===== config.mk =====
export PLATFORM = sky130hd
export DESIGN_NAME = n101_qspi_slave_media
export DESIGN_NICKNAME = d
export VERILOG_FILES = /design/src/rtl/n101_qspi_slave_media.sv
export SDC_FILE = /design/constraint.sdc
export NUM_CORES = 1
export LEC_CHECK = 0
export ABC_AREA = 1
export BUFFER_PORTS_ARGS = -buffer_cell sky130_fd_sc_hd__buf_2
export CAP_MARGIN = 20
export CELL_PAD_IN_SITES_DETAIL_PLACEMENT = 1
export CELL_PAD_IN_SITES_GLOBAL_PLACEMENT = 1
export CORE_MARGIN = 3
export CORE_UTILIZATION = 42
export CTS_CLUSTER_SIZE = 16
export DETAILED_ROUTE_END_ITERATION = 6
export GPL_ROUTABILITY_DRIVEN = 0
export PLACE_DENSITY = 0.9
export SLEW_MARGIN = 30
export SYNTH_ARGS = -nofsm -noshare
export SYNTH_HDL_FRONTEND = slang
export SYNTH_SLANG_ARGS = --single-unit

===== constraint.sdc =====
create_clock -name clock -period 2.8 [get_ports clock]
set_clock_uncertainty 0.1 [all_clocks]
set_input_delay 0.14 -clock clock [delete_from_list [all_inputs] [get_ports clock]]
set_output_delay 0.14 -clock clock [all_outputs]
set_load 0.05 [all_outputs]

===== src/rtl/n101_qspi_slave_media.sv =====
// -----------------------------------------------------------------------------
// n101_qspi_slave_media
//
// SPI/QSPI target (responder) media layer. This is the far-end counterpart of
// the n101 QSPI master media/phy pair. SCK and CS come from an external master
// and are resynchronised into the `clock` domain. Incoming lane data is
// deserialised into bytes for the link rx side, and bytes pulled from the link
// tx side are serialised onto DQ. Supports single/dual/quad lanes, all four
// SCK modes and MSB- or LSB-first bit order.
//
// State table:
//   state     | meaning
//   ----------+------------------------------------------------------------
//   ST_IDLE   | CS high or block disabled; all lanes released
//   ST_ACTIVE | selected; sampling on the sample edge, shifting on the other
//
// Ports:
//   clock, reset              system clock, async active-high reset
//   io_port_sck, io_port_cs_0 master SCK and active-low chip select
//   io_port_dq_N_i/_o/_oe     data lanes 0..3 (input, output, output enable)
//   io_ctrl_*                 enable, CPOL, CPHA, protocol, bit order, iodir
//   io_link_tx_*              tx byte source (ready is the load strobe)
//   io_link_rx_*              received byte and one-cycle valid pulse
//   io_link_tx_underrun       load strobe with no tx byte available
//   io_link_active            high while selected
// -----------------------------------------------------------------------------
module n101_qspi_slave_media #(
    parameter int SYNC_STAGES = 2
) (
    input  logic       clock,
    input  logic       reset,
    input  logic       io_port_sck,
    input  logic       io_port_cs_0,
    input  logic       io_port_dq_0_i,
    input  logic       io_port_dq_1_i,
    input  logic       io_port_dq_2_i,
    input  logic       io_port_dq_3_i,
    output logic       io_port_dq_0_o,
    output logic       io_port_dq_1_o,
    output logic       io_port_dq_2_o,
    output logic       io_port_dq_3_o,
    output logic       io_port_dq_0_oe,
    output logic       io_port_dq_1_oe,
    output logic       io_port_dq_2_oe,
    output logic       io_port_dq_3_oe,
    input  logic       io_ctrl_en,
    input  logic       io_ctrl_sck_pol,
    input  logic       io_ctrl_sck_pha,
    input  logic [1:0] io_ctrl_fmt_proto,
    input  logic       io_ctrl_fmt_endian,
    input  logic       io_ctrl_fmt_iodir,
    output logic       io_link_tx_ready,
    input  logic       io_link_tx_valid,
    input  logic [7:0] io_link_tx_bits,
    output logic       io_link_rx_valid,
    output logic [7:0] io_link_rx_bits,
    output logic       io_link_tx_underrun,
    output logic       io_link_active
);

    typedef enum logic {
        ST_IDLE   = 1'b0,
        ST_ACTIVE = 1'b1
    } state_t;

    localparam logic [1:0] PROTO_DUAL = 2'd1;
    localparam logic [1:0] PROTO_QUAD = 2'd2;

    // Lane data driven onto dq[3:0] for the current shift register contents.
    // Single mode drives MISO on dq1; dual/quad put the group LSB on dq0.
    function automatic logic [3:0] tx_group(input logic [7:0] sh,
                                            input logic [1:0] proto,
                                            input logic       lsb_first);
        logic [3:0] g;
        if (proto == PROTO_QUAD) begin
            g = lsb_first ? sh[3:0] : sh[7:4];
        end else if (proto == PROTO_DUAL) begin
            g = lsb_first ? {2'b00, sh[1:0]} : {2'b00, sh[7:6]};
        end else begin
            g = {2'b00, (lsb_first ? sh[0] : sh[7]), 1'b0};
        end
        return g;
    endfunction

    function automatic logic [3:0] lane_oe(input logic [1:0] proto,
                                           input logic       iodir);
        logic [3:0] oe;
        if (proto == PROTO_QUAD) begin
            oe = iodir ? 4'b0000 : 4'b1111;
        end else if (proto == PROTO_DUAL) begin
            oe = iodir ? 4'b0000 : 4'b0011;
        end else begin
            oe = 4'b0010;
        end
        return oe;
    endfunction

    logic [SYNC_STAGES-1:0] sck_sync_q, sck_sync_d;
    logic [SYNC_STAGES-1:0] cs_sync_q, cs_sync_d;
    state_t                 state_q, state_d;
    logic                   sck_prev_q, sck_prev_d;
    logic                   pol_q, pol_d;
    logic                   pha_q, pha_d;
    logic [1:0]             proto_q, proto_d;
    logic                   endian_q, endian_d;
    logic                   iodir_q, iodir_d;
    logic [7:0]             shift_q, shift_d;
    logic [7:0]             rx_sh_q, rx_sh_d;
    logic [2:0]             cnt_q, cnt_d;
    logic                   sampled_q, sampled_d;
    logic [7:0]             rx_bits_q, rx_bits_d;
    logic                   rx_valid_q, rx_valid_d;
    logic [3:0]             dq_o_q, dq_o_d;
    logic [3:0]             dq_oe_q, dq_oe_d;

    logic       sck_s, cs_s;
    logic       lead_edge, trail_edge, sample_edge, shift_edge;
    logic       is_dual, is_quad, rx_en, cnt_last, byte_done;
    logic [3:0] group_in;
    logic [7:0] rx_next, shift_next, load_byte;
    logic       tx_load;

    assign sck_s = sck_sync_q[SYNC_STAGES-1];
    assign cs_s  = cs_sync_q[SYNC_STAGES-1];

    // Edges are judged against the CPOL captured at selection time.
    assign lead_edge   = (sck_s != pol_q) && (sck_prev_q == pol_q);
    assign trail_edge  = (sck_s == pol_q) && (sck_prev_q != pol_q);
    assign sample_edge = pha_q ? trail_edge : lead_edge;
    assign shift_edge  = pha_q ? lead_edge : trail_edge;

    assign is_dual  = (proto_q == PROTO_DUAL);
    assign is_quad  = (proto_q == PROTO_QUAD);
    assign rx_en    = !(is_dual || is_quad) || iodir_q;
    assign cnt_last = is_quad ? (cnt_q == 3'd1) :
                      is_dual ? (cnt_q == 3'd3) : (cnt_q == 3'd7);
    // The counter wraps to 0 on the last sample, so 0 with a sample taken
    // means the whole byte has been clocked.
    assign byte_done = sampled_q && (cnt_q == 3'd0);

    assign group_in  = {io_port_dq_3_i, io_port_dq_2_i, io_port_dq_1_i, io_port_dq_0_i};
    assign load_byte = io_link_tx_valid ? io_link_tx_bits : 8'hFF;

    always_comb begin
        if (is_quad) begin
            rx_next    = endian_q ? {group_in, rx_sh_q[7:4]} : {rx_sh_q[3:0], group_in};
            shift_next = endian_q ? {4'h0, shift_q[7:4]} : {shift_q[3:0], 4'h0};
        end else if (is_dual) begin
            rx_next    = endian_q ? {group_in[1:0], rx_sh_q[7:2]} : {rx_sh_q[5:0], group_in[1:0]};
            shift_next = endian_q ? {2'b00, shift_q[7:2]} : {shift_q[5:0], 2'b00};
        end else begin
            rx_next    = endian_q ? {group_in[0], rx_sh_q[7:1]} : {rx_sh_q[6:0], group_in[0]};
            shift_next = endian_q ? {1'b0, shift_q[7:1]} : {shift_q[6:0], 1'b0};
        end
    end

    always_comb begin
        sck_sync_d = {sck_sync_q[SYNC_STAGES-2:0], io_port_sck};
        cs_sync_d  = {cs_sync_q[SYNC_STAGES-2:0], io_port_cs_0};
        sck_prev_d = sck_s;
        state_d    = state_q;
        pol_d      = pol_q;
        pha_d      = pha_q;
        proto_d    = proto_q;
        endian_d   = endian_q;
        iodir_d    = iodir_q;
        shift_d    = shift_q;
        rx_sh_d    = rx_sh_q;
        cnt_d      = cnt_q;
        sampled_d  = sampled_q;
        rx_bits_d  = rx_bits_q;
        rx_valid_d = 1'b0;
        tx_load    = 1'b0;

        if (state_q == ST_IDLE) begin
            if (!cs_s && io_ctrl_en) begin
                state_d   = ST_ACTIVE;
                pol_d     = io_ctrl_sck_pol;
                pha_d     = io_ctrl_sck_pha;
                proto_d   = io_ctrl_fmt_proto;
                endian_d  = io_ctrl_fmt_endian;
                iodir_d   = io_ctrl_fmt_iodir;
                tx_load   = 1'b1;
                shift_d   = load_byte;
                rx_sh_d   = 8'h00;
                cnt_d     = 3'd0;
                sampled_d = 1'b0;
            end
        end else begin
            // Deselect wins over any edge seen in the same cycle.
            if (cs_s || !io_ctrl_en) begin
                state_d = ST_IDLE;
            end else if (sample_edge) begin
                rx_sh_d   = rx_next;
                sampled_d = 1'b1;
                if (cnt_last) begin
                    cnt_d = 3'd0;
                    if (rx_en) begin
                        rx_bits_d  = rx_next;
                        rx_valid_d = 1'b1;
                    end
                end else begin
                    cnt_d = cnt_q + 3'd1;
                end
            end else if (shift_edge && sampled_q) begin
                // A shift edge before any sample (CPHA=1 first leading edge)
                // is not a real shift and is skipped by the sampled_q gate.
                if (byte_done) begin
                    tx_load   = 1'b1;
                    shift_d   = load_byte;
                    sampled_d = 1'b0;
                end else begin
                    shift_d = shift_next;
                end
            end
        end

        dq_o_d  = (state_d == ST_ACTIVE) ? tx_group(shift_d, proto_d, endian_d) : 4'b0000;
        dq_oe_d = (state_d == ST_ACTIVE) ? lane_oe(proto_d, iodir_d) : 4'b0000;
    end

    always_ff @(posedge clock or posedge reset) begin
        if (reset) begin
            sck_sync_q <= '0;
            cs_sync_q  <= '1;
            state_q    <= ST_IDLE;
            sck_prev_q <= 1'b0;
            pol_q      <= 1'b0;
            pha_q      <= 1'b0;
            proto_q    <= 2'd0;
            endian_q   <= 1'b0;
            iodir_q    <= 1'b0;
            shift_q    <= 8'h00;
            rx_sh_q    <= 8'h00;
            cnt_q      <= 3'd0;
            sampled_q  <= 1'b0;
            rx_bits_q  <= 8'h00;
            rx_valid_q <= 1'b0;
            dq_o_q     <= 4'b0000;
            dq_oe_q    <= 4'b0000;
        end else begin
            sck_sync_q <= sck_sync_d;
            cs_sync_q  <= cs_sync_d;
            state_q    <= state_d;
            sck_prev_q <= sck_prev_d;
            pol_q      <= pol_d;
            pha_q      <= pha_d;
            proto_q    <= proto_d;
            endian_q   <= endian_d;
            iodir_q    <= iodir_d;
            shift_q    <= shift_d;
            rx_sh_q    <= rx_sh_d;
            cnt_q      <= cnt_d;
            sampled_q  <= sampled_d;
            rx_bits_q  <= rx_bits_d;
            rx_valid_q <= rx_valid_d;
            dq_o_q     <= dq_o_d;
            dq_oe_q    <= dq_oe_d;
        end
    end

    // The tx handshake is combinational so the producer can pop in the same
    // cycle the byte is captured into the shift register.
    assign io_link_tx_ready    = tx_load;
    assign io_link_tx_underrun = tx_load & ~io_link_tx_valid;
    assign io_link_rx_valid    = rx_valid_q;
    assign io_link_rx_bits     = rx_bits_q;
    assign io_link_active      = (state_q == ST_ACTIVE);

    assign io_port_dq_0_o  = dq_o_q[0];
    assign io_port_dq_1_o  = dq_o_q[1];
    assign io_port_dq_2_o  = dq_o_q[2];
    assign io_port_dq_3_o  = dq_o_q[3];
    assign io_port_dq_0_oe = dq_oe_q[0];
    assign io_port_dq_1_oe = dq_oe_q[1];
    assign io_port_dq_2_oe = dq_oe_q[2];
    assign io_port_dq_3_oe = dq_oe_q[3];

endmodule

## Word-level counts from Yosys, hierarchy flattened

Index checks and enable logic that the tools add are counted.

| cells by class | value |
|---|---|
| bitwise gates (word level) | 4 |
| $add $sub $neg | 1 |
| eq/ne operators | 15 |
| reduce and logical (&&, ||, !) cells | 17 |
| multiplexer cells | 66 |

Operator list:

| cell | count |
|---|---|
| $mux W8 | 21 |
| $mux W1 | 28 |
| $mux W4 | 6 |
| $mux W3 | 5 |
| $mux W2 | 6 |
| $ne A3 B1 Y1 const B | 2 |
| $logic_and A1 B1 Y1 | 5 |
| $reduce_and A5 Y1 | 1 |
| $eq A2 B1 Y1 const B | 2 |
| $eq A2 B2 Y1 const B | 2 |
| $reduce_and A4 Y1 | 1 |
| $add A3 B1 Y3 const B | 1 |
| $eq A3 B1 Y1 const B | 1 |
| $eq A3 B2 Y1 const B | 1 |
| $eq A3 B3 Y1 const B | 1 |
| $logic_not A1 Y1 | 3 |
| $logic_not A3 Y1 | 1 |
| $logic_or A1 B1 Y1 | 3 |
| $not A1 Y1 | 3 |
| $reduce_and A3 Y1 | 1 |
| $eq A1 B1 Y1 | 2 |
| $ne A1 B1 Y1 | 2 |
| $ne A2 B1 Y1 const B | 1 |
| $ne A2 B2 Y1 const B | 1 |
| other kinds (3) | 3 |

| word-level totals | value |
|---|---|
| output and inout port bits | 20 |
| flip-flop bits (word level) | 49 |
| input port bits | 24 |

## Logic depth before layout (Yosys ltp)

| logic depth | value |
|---|---|
| word-level depth | 12 |
| depth in mapped cells | 17 |
| depth with buffers taken out | 16 |

## Worst setup path before layout

OpenSTA, ideal clock, no wires.

| timing path | value |
|---|---|
| path type | reg2out |
| from | register pol_q |
| to | output port io_link_tx_underrun |
| setup slack | 0.706 ns |
| stages on the path, launching flop included | 10 |
| data arrival time | 1.854 ns |
| data required time | 2.560 ns |
| path through | dfrtp_1 -> inv_2 -> nand2_1 -> nand2_2 -> nand2_4 -> nand2_4 -> nand2_4 -> nor2_8 -> nand2_4 -> a21oi_1 |

| between the ends | value |
|---|---|
| cells in the longest elaborated chain, start to end | 9 |
| elaborated cells between the ends (all ways) | 14 |

Ends and longest elaborated chain:

| element | RTL line | source |
|---|---|---|
| start, declared | 102 | `logic pol_q, pol_d;` |
| start signal, assigned | 246 | `pol_q <= pol_d;` |
| $eq A1 B1 Y1 (tied with other cells) | 128 | `assign trail_edge = (sck_s == pol_q) && (sck_prev_q != pol_q);` |
| $logic_and A1 B1 Y1, on equally long branches | 128, 127 |  |
| $mux W1 | 130 | `assign shift_edge = pha_q ? lead_edge : trail_edge;` |
| $logic_and A1 B1 Y1 | 205 | `end else if (shift_edge && sampled_q) begin` |
| $mux W1 | 205 |  |
| $mux W1 * | 193 | `end else if (sample_edge) begin` |
| $mux W1 * | 191 | `if (cs_s \|\| !io_ctrl_en) begin` |
| $mux W1 * | 175 | `if (state_q == ST_IDLE) begin` |
| $and A1 B1 Y1 * | 265 | `assign io_link_tx_underrun = tx_load & ~io_link_tx_valid;` |
| end, declared | 57 | `output logic io_link_tx_underrun,` |

Every way passes the cells marked *; elsewhere a longest branch is shown, timed or not.

## Worst setup path after layout

| timing path | value |
|---|---|
| from | register cs_sync_q[1] |
| to | output port io_link_tx_underrun |

| between the ends | value |
|---|---|
| cells in the longest elaborated chain, start to end | 5 |
| elaborated cells between the ends (all ways) | 7 |

Ends and longest elaborated chain:

| element | RTL line | source |
|---|---|---|
| start, declared | 99 | `logic [SYNC_STAGES-1:0] cs_sync_q, cs_sync_d;` |
| start signal, assigned | 243 | `cs_sync_q <= cs_sync_d;` |
| $logic_not A1 Y1 | 176 | `if (!cs_s && io_ctrl_en) begin` |
| $logic_and A1 B1 Y1 | 176 |  |
| $mux W1 | 176 |  |
| $mux W1 * | 175 |  |
| $and A1 B1 Y1 * | 265 |  |

Marked as above.

==> results.json <==
{
  "period_needed_ns": 2.62,
  "start_util_pct": 44.2,
  "nNetsFinal": 489,
  "root_buffer": "clkbuf_8",
  "min_from": "io_ctrl_fmt_proto[1]",
  "cts_sinks": 48,
  "core_area_um2": 6940,
  "synthArstFlopShare_pct": 100,
  "hp-class": "in2reg",
  "r2r_start": "proto_q[1]",
  "cp_common_cell": "nand2_4",
  "netlist_area_um2": 3070,
  "clock_latency_ns": 0.31,
  "worstSetupStartpoint": "cs_sync_q[1]",
  "via_per_inst": 5.42,
  "rsz0062_at_grt": "no",
  "syn_inst": 416,
  "finalCritPeriodShare_pct": 93.5,
  "pin_count": 44,
  "r2r_slack_ns": 0.44,
  "dp.cells": 544,
  "port_buffers": 43,
  "post_cts_buffers": 0,
  "dp_hpwl_um": 6960,
  "antenna_found_initial": 0,
  "ys_seq_area_share_pct": 39.2,
  "synth_cell_types": 41,
  "path_class": "reg2out",
  "peakVddDrop_mv": 0.272,
  "required_ns": 2.56,
  "area_growth_pct": 14.0,
  "highest_layer": "met4",
  "arrival_ns": 2.38,
  "p_leak_nw": 1.77,
  "worstPathMaxFanout": 16,
  "slew_viol_final": 0,
  "status": "finished clean",
  "stdcell_count": 557,
  "grt.total_usage_pct": 23.0,
  "post_cts_resized": 0,
  "die_w_um": 91.5,
  "grt_pass1_wl_um": 15500,
  "m1WireLength_um": 4030,
  "cts_tree": "yes",
  "path_cells": "nor2_4 -> buf_4 -> nand2_1 -> clkinv_1 -> nand2_4 -> nor2_8 -> nand2_4 -> a21oi_1 -> buf_2",
  "detail_route.wl_per_cell_um": 16.7,
  "cts_max_level": 2,
  "holdPathStages": 3,
  "startpoint_type": "flop",
  "clk_pin_slew_ns": 0.09,
  "die_h_um": 91.5,
  "powerDensity_nw_per_um2": 544,
  "synth_flop_cell": "dfrtp_1",
  "cts_buffers": 5,
  "end_kind": "output port",
  "wl_met3_um": 480,
  "grt-ovfl-total": 0,
  "drtIter0Drc": 254,
  "setup_tns_ns": 0,
  "wl_um": 9320,
  "rows": 30,
  "die-area_um2": 8370,
  "drive_gt1_share_pct": 20.8,
  "slew_headroom_pct": 57.3,
  "synth-edff-count": 0,
  "cts_max_path_buffers": 2,
  "fillers": 909,
  "min_to": "proto_q[1]",
  "hold_buffers": 6,
  "postRouteAntennaNets": 0,
  "vias": 3017,
  "grt_start_max_net_pins": 49,
  "slowest_delay_ns": 0.39,
  "avgSynthCellArea_um2": 7.38,
  "r2r_end": "dq_o_q[0]",
  "worstRegToRegCells": 15,
  "antennaDiodeCount": 0,
  "slowest_stage": "dfstp_2",
  "finalHoldViolations": 0,
  "wl_met2_um": 4570,
  "fmax_mhz": 382,
  "max-cap-violations": 0,
  "grt_pass1_vias": 3234,
  "syn_nets": 444,
  "drtPass1Iterations": 5,
  "worstMarginPinSlew_ns": 0.638,
  "ys_ff_latch": 48,
  "yosys_warnings": 0,
  "post-route-drc-count": 0,
  "setup_violations": 0
}
[sequential cells by signal (all words and copies together) (netlist names), 2 cells and up]
register / flops
shift_q: 8
sck_sync_q: 2
proto_q: 2
dq_oe_q: 3
dq_o_q: 4
cs_sync_q: 2
cnt_q: 3
rx_sh_q: 8
io_link_rx_bits: 8
[cell type report]
cell class                 count  area (µm²)  area share (%)
multi-input combinational    301        1590            45.3
sequential                    48        1200            34.4
timing repair buffer          54         313            8.94
inverter                      51         196            5.61
tap                           96         120            3.43
clock buffer                   5        68.8            1.97
clock inverter                 2        12.5           0.358
[cell families after synthesis]
group,share of synthesized area (%)
buffers and inverters,9.17
AND/OR/NAND/NOR,32.2
adder cells (fa/ha/maj),1.63
multiplexers,0.326
AO/OA/AOI/OAI,16.9
flip-flops,39.2
XOR/XNOR,0.571
[synthesized netlist by cell type (2+ instances only)]
cell type	instances	area, µm²
a31oi_1	5	31.3
o22ai_1	6	37.5
a21oi_1	23	115
nor2_1	27	101
o32ai_1	2	17.5
o211ai_2	2	25.0
o21ai_2	5	43.8
nand3_1	34	170
buf_4	3	22.5
o21ai_1	2	10.0
nand3_2	2	20.0
clkbuf_1	5	18.8
nand2_4	5	56.3
o21a_1	8	60.1
dfstp_2	2	52.6
nand4_1	3	18.8
o21ai_0	26	130
dfrtp_1	46	1150
nand2_2	5	31.3
ha_1	4	50.1
xnor2_1	2	17.5
nand2_1	122	458
nor2_4	6	67.6
buf_2	7	35.0
inv_2	8	30.0
inv_1	41	154
[where the power goes]
part	internal [mW]	switching [mW]
clock network	0.170	0.240
logic	0.214	0.479
registers	0.749	0.0518
total	1.13	0.770
[metal layers]
| metal | up-vias | global-route usage, % |
|---|---|---|
| met5 | - | 0 |
| met4 | 0 | 8.42 |
| met3 | 23 | 3.31 |
| met2 | 101 | 38.9 |
| met1 | 1452 | 29.8 |
| li1 | 1441 | - |
[worst max-delay path by stage]
stage	to	slack, ns
2_1_floorplan	io_link_tx_underrun	0.71
3_3_place_gp	io_link_tx_underrun	0.55
3_5_place_dp	dq_o_q[0]	0.53
4_1_cts	io_link_tx_underrun	0.21
5_1_grt	io_link_tx_underrun	0.06
6_report	io_link_tx_underrun	0.18
[through the flow]
step / setup WS, ns / area, µm² / total power [mW] / utilization (%) / hold slack (ns)
global route: 0.0584 / 3500 / 2.03 / 50.4 / 0.0358
CTS: 0.207 / 3500 / 1.91 / 50.4 / 0.0192
global placement: 0.550 / 3360 / 1.45 / 48.3 / 0.149
detailed placement: 0.527 / 3360 / 1.49 / 48.4 / 0.147
floorplan: 0.706 / 3070 / 1.31 / - / 0.0445
finish: 0.182 / 3500 / 1.90 / 50.4 / 0.0196
[worst max-delay path, delay by kind of cell, from the launching register on]
kind            cells  cell delay (ns)
simple gates        5             0.80
buf+inv             3             0.67
flops               1             0.39
compound gates      1             0.20
[cell usage in the layout, fill, tap and decap left out, types with 8 or more instances in the layout]
| cell type | n |
|---|---|
| nand2_1 | 122 |
| dfrtp_1 | 46 |
| buf_2 | 43 |
| inv_1 | 40 |
| nand3_1 | 34 |
| nor2_1 | 27 |
| o21ai_0 | 26 |
| a21oi_1 | 23 |
| inv_2 | 8 |
| o21a_1 | 8 |
Note: power is estimated with default switching activity, not from simulation.
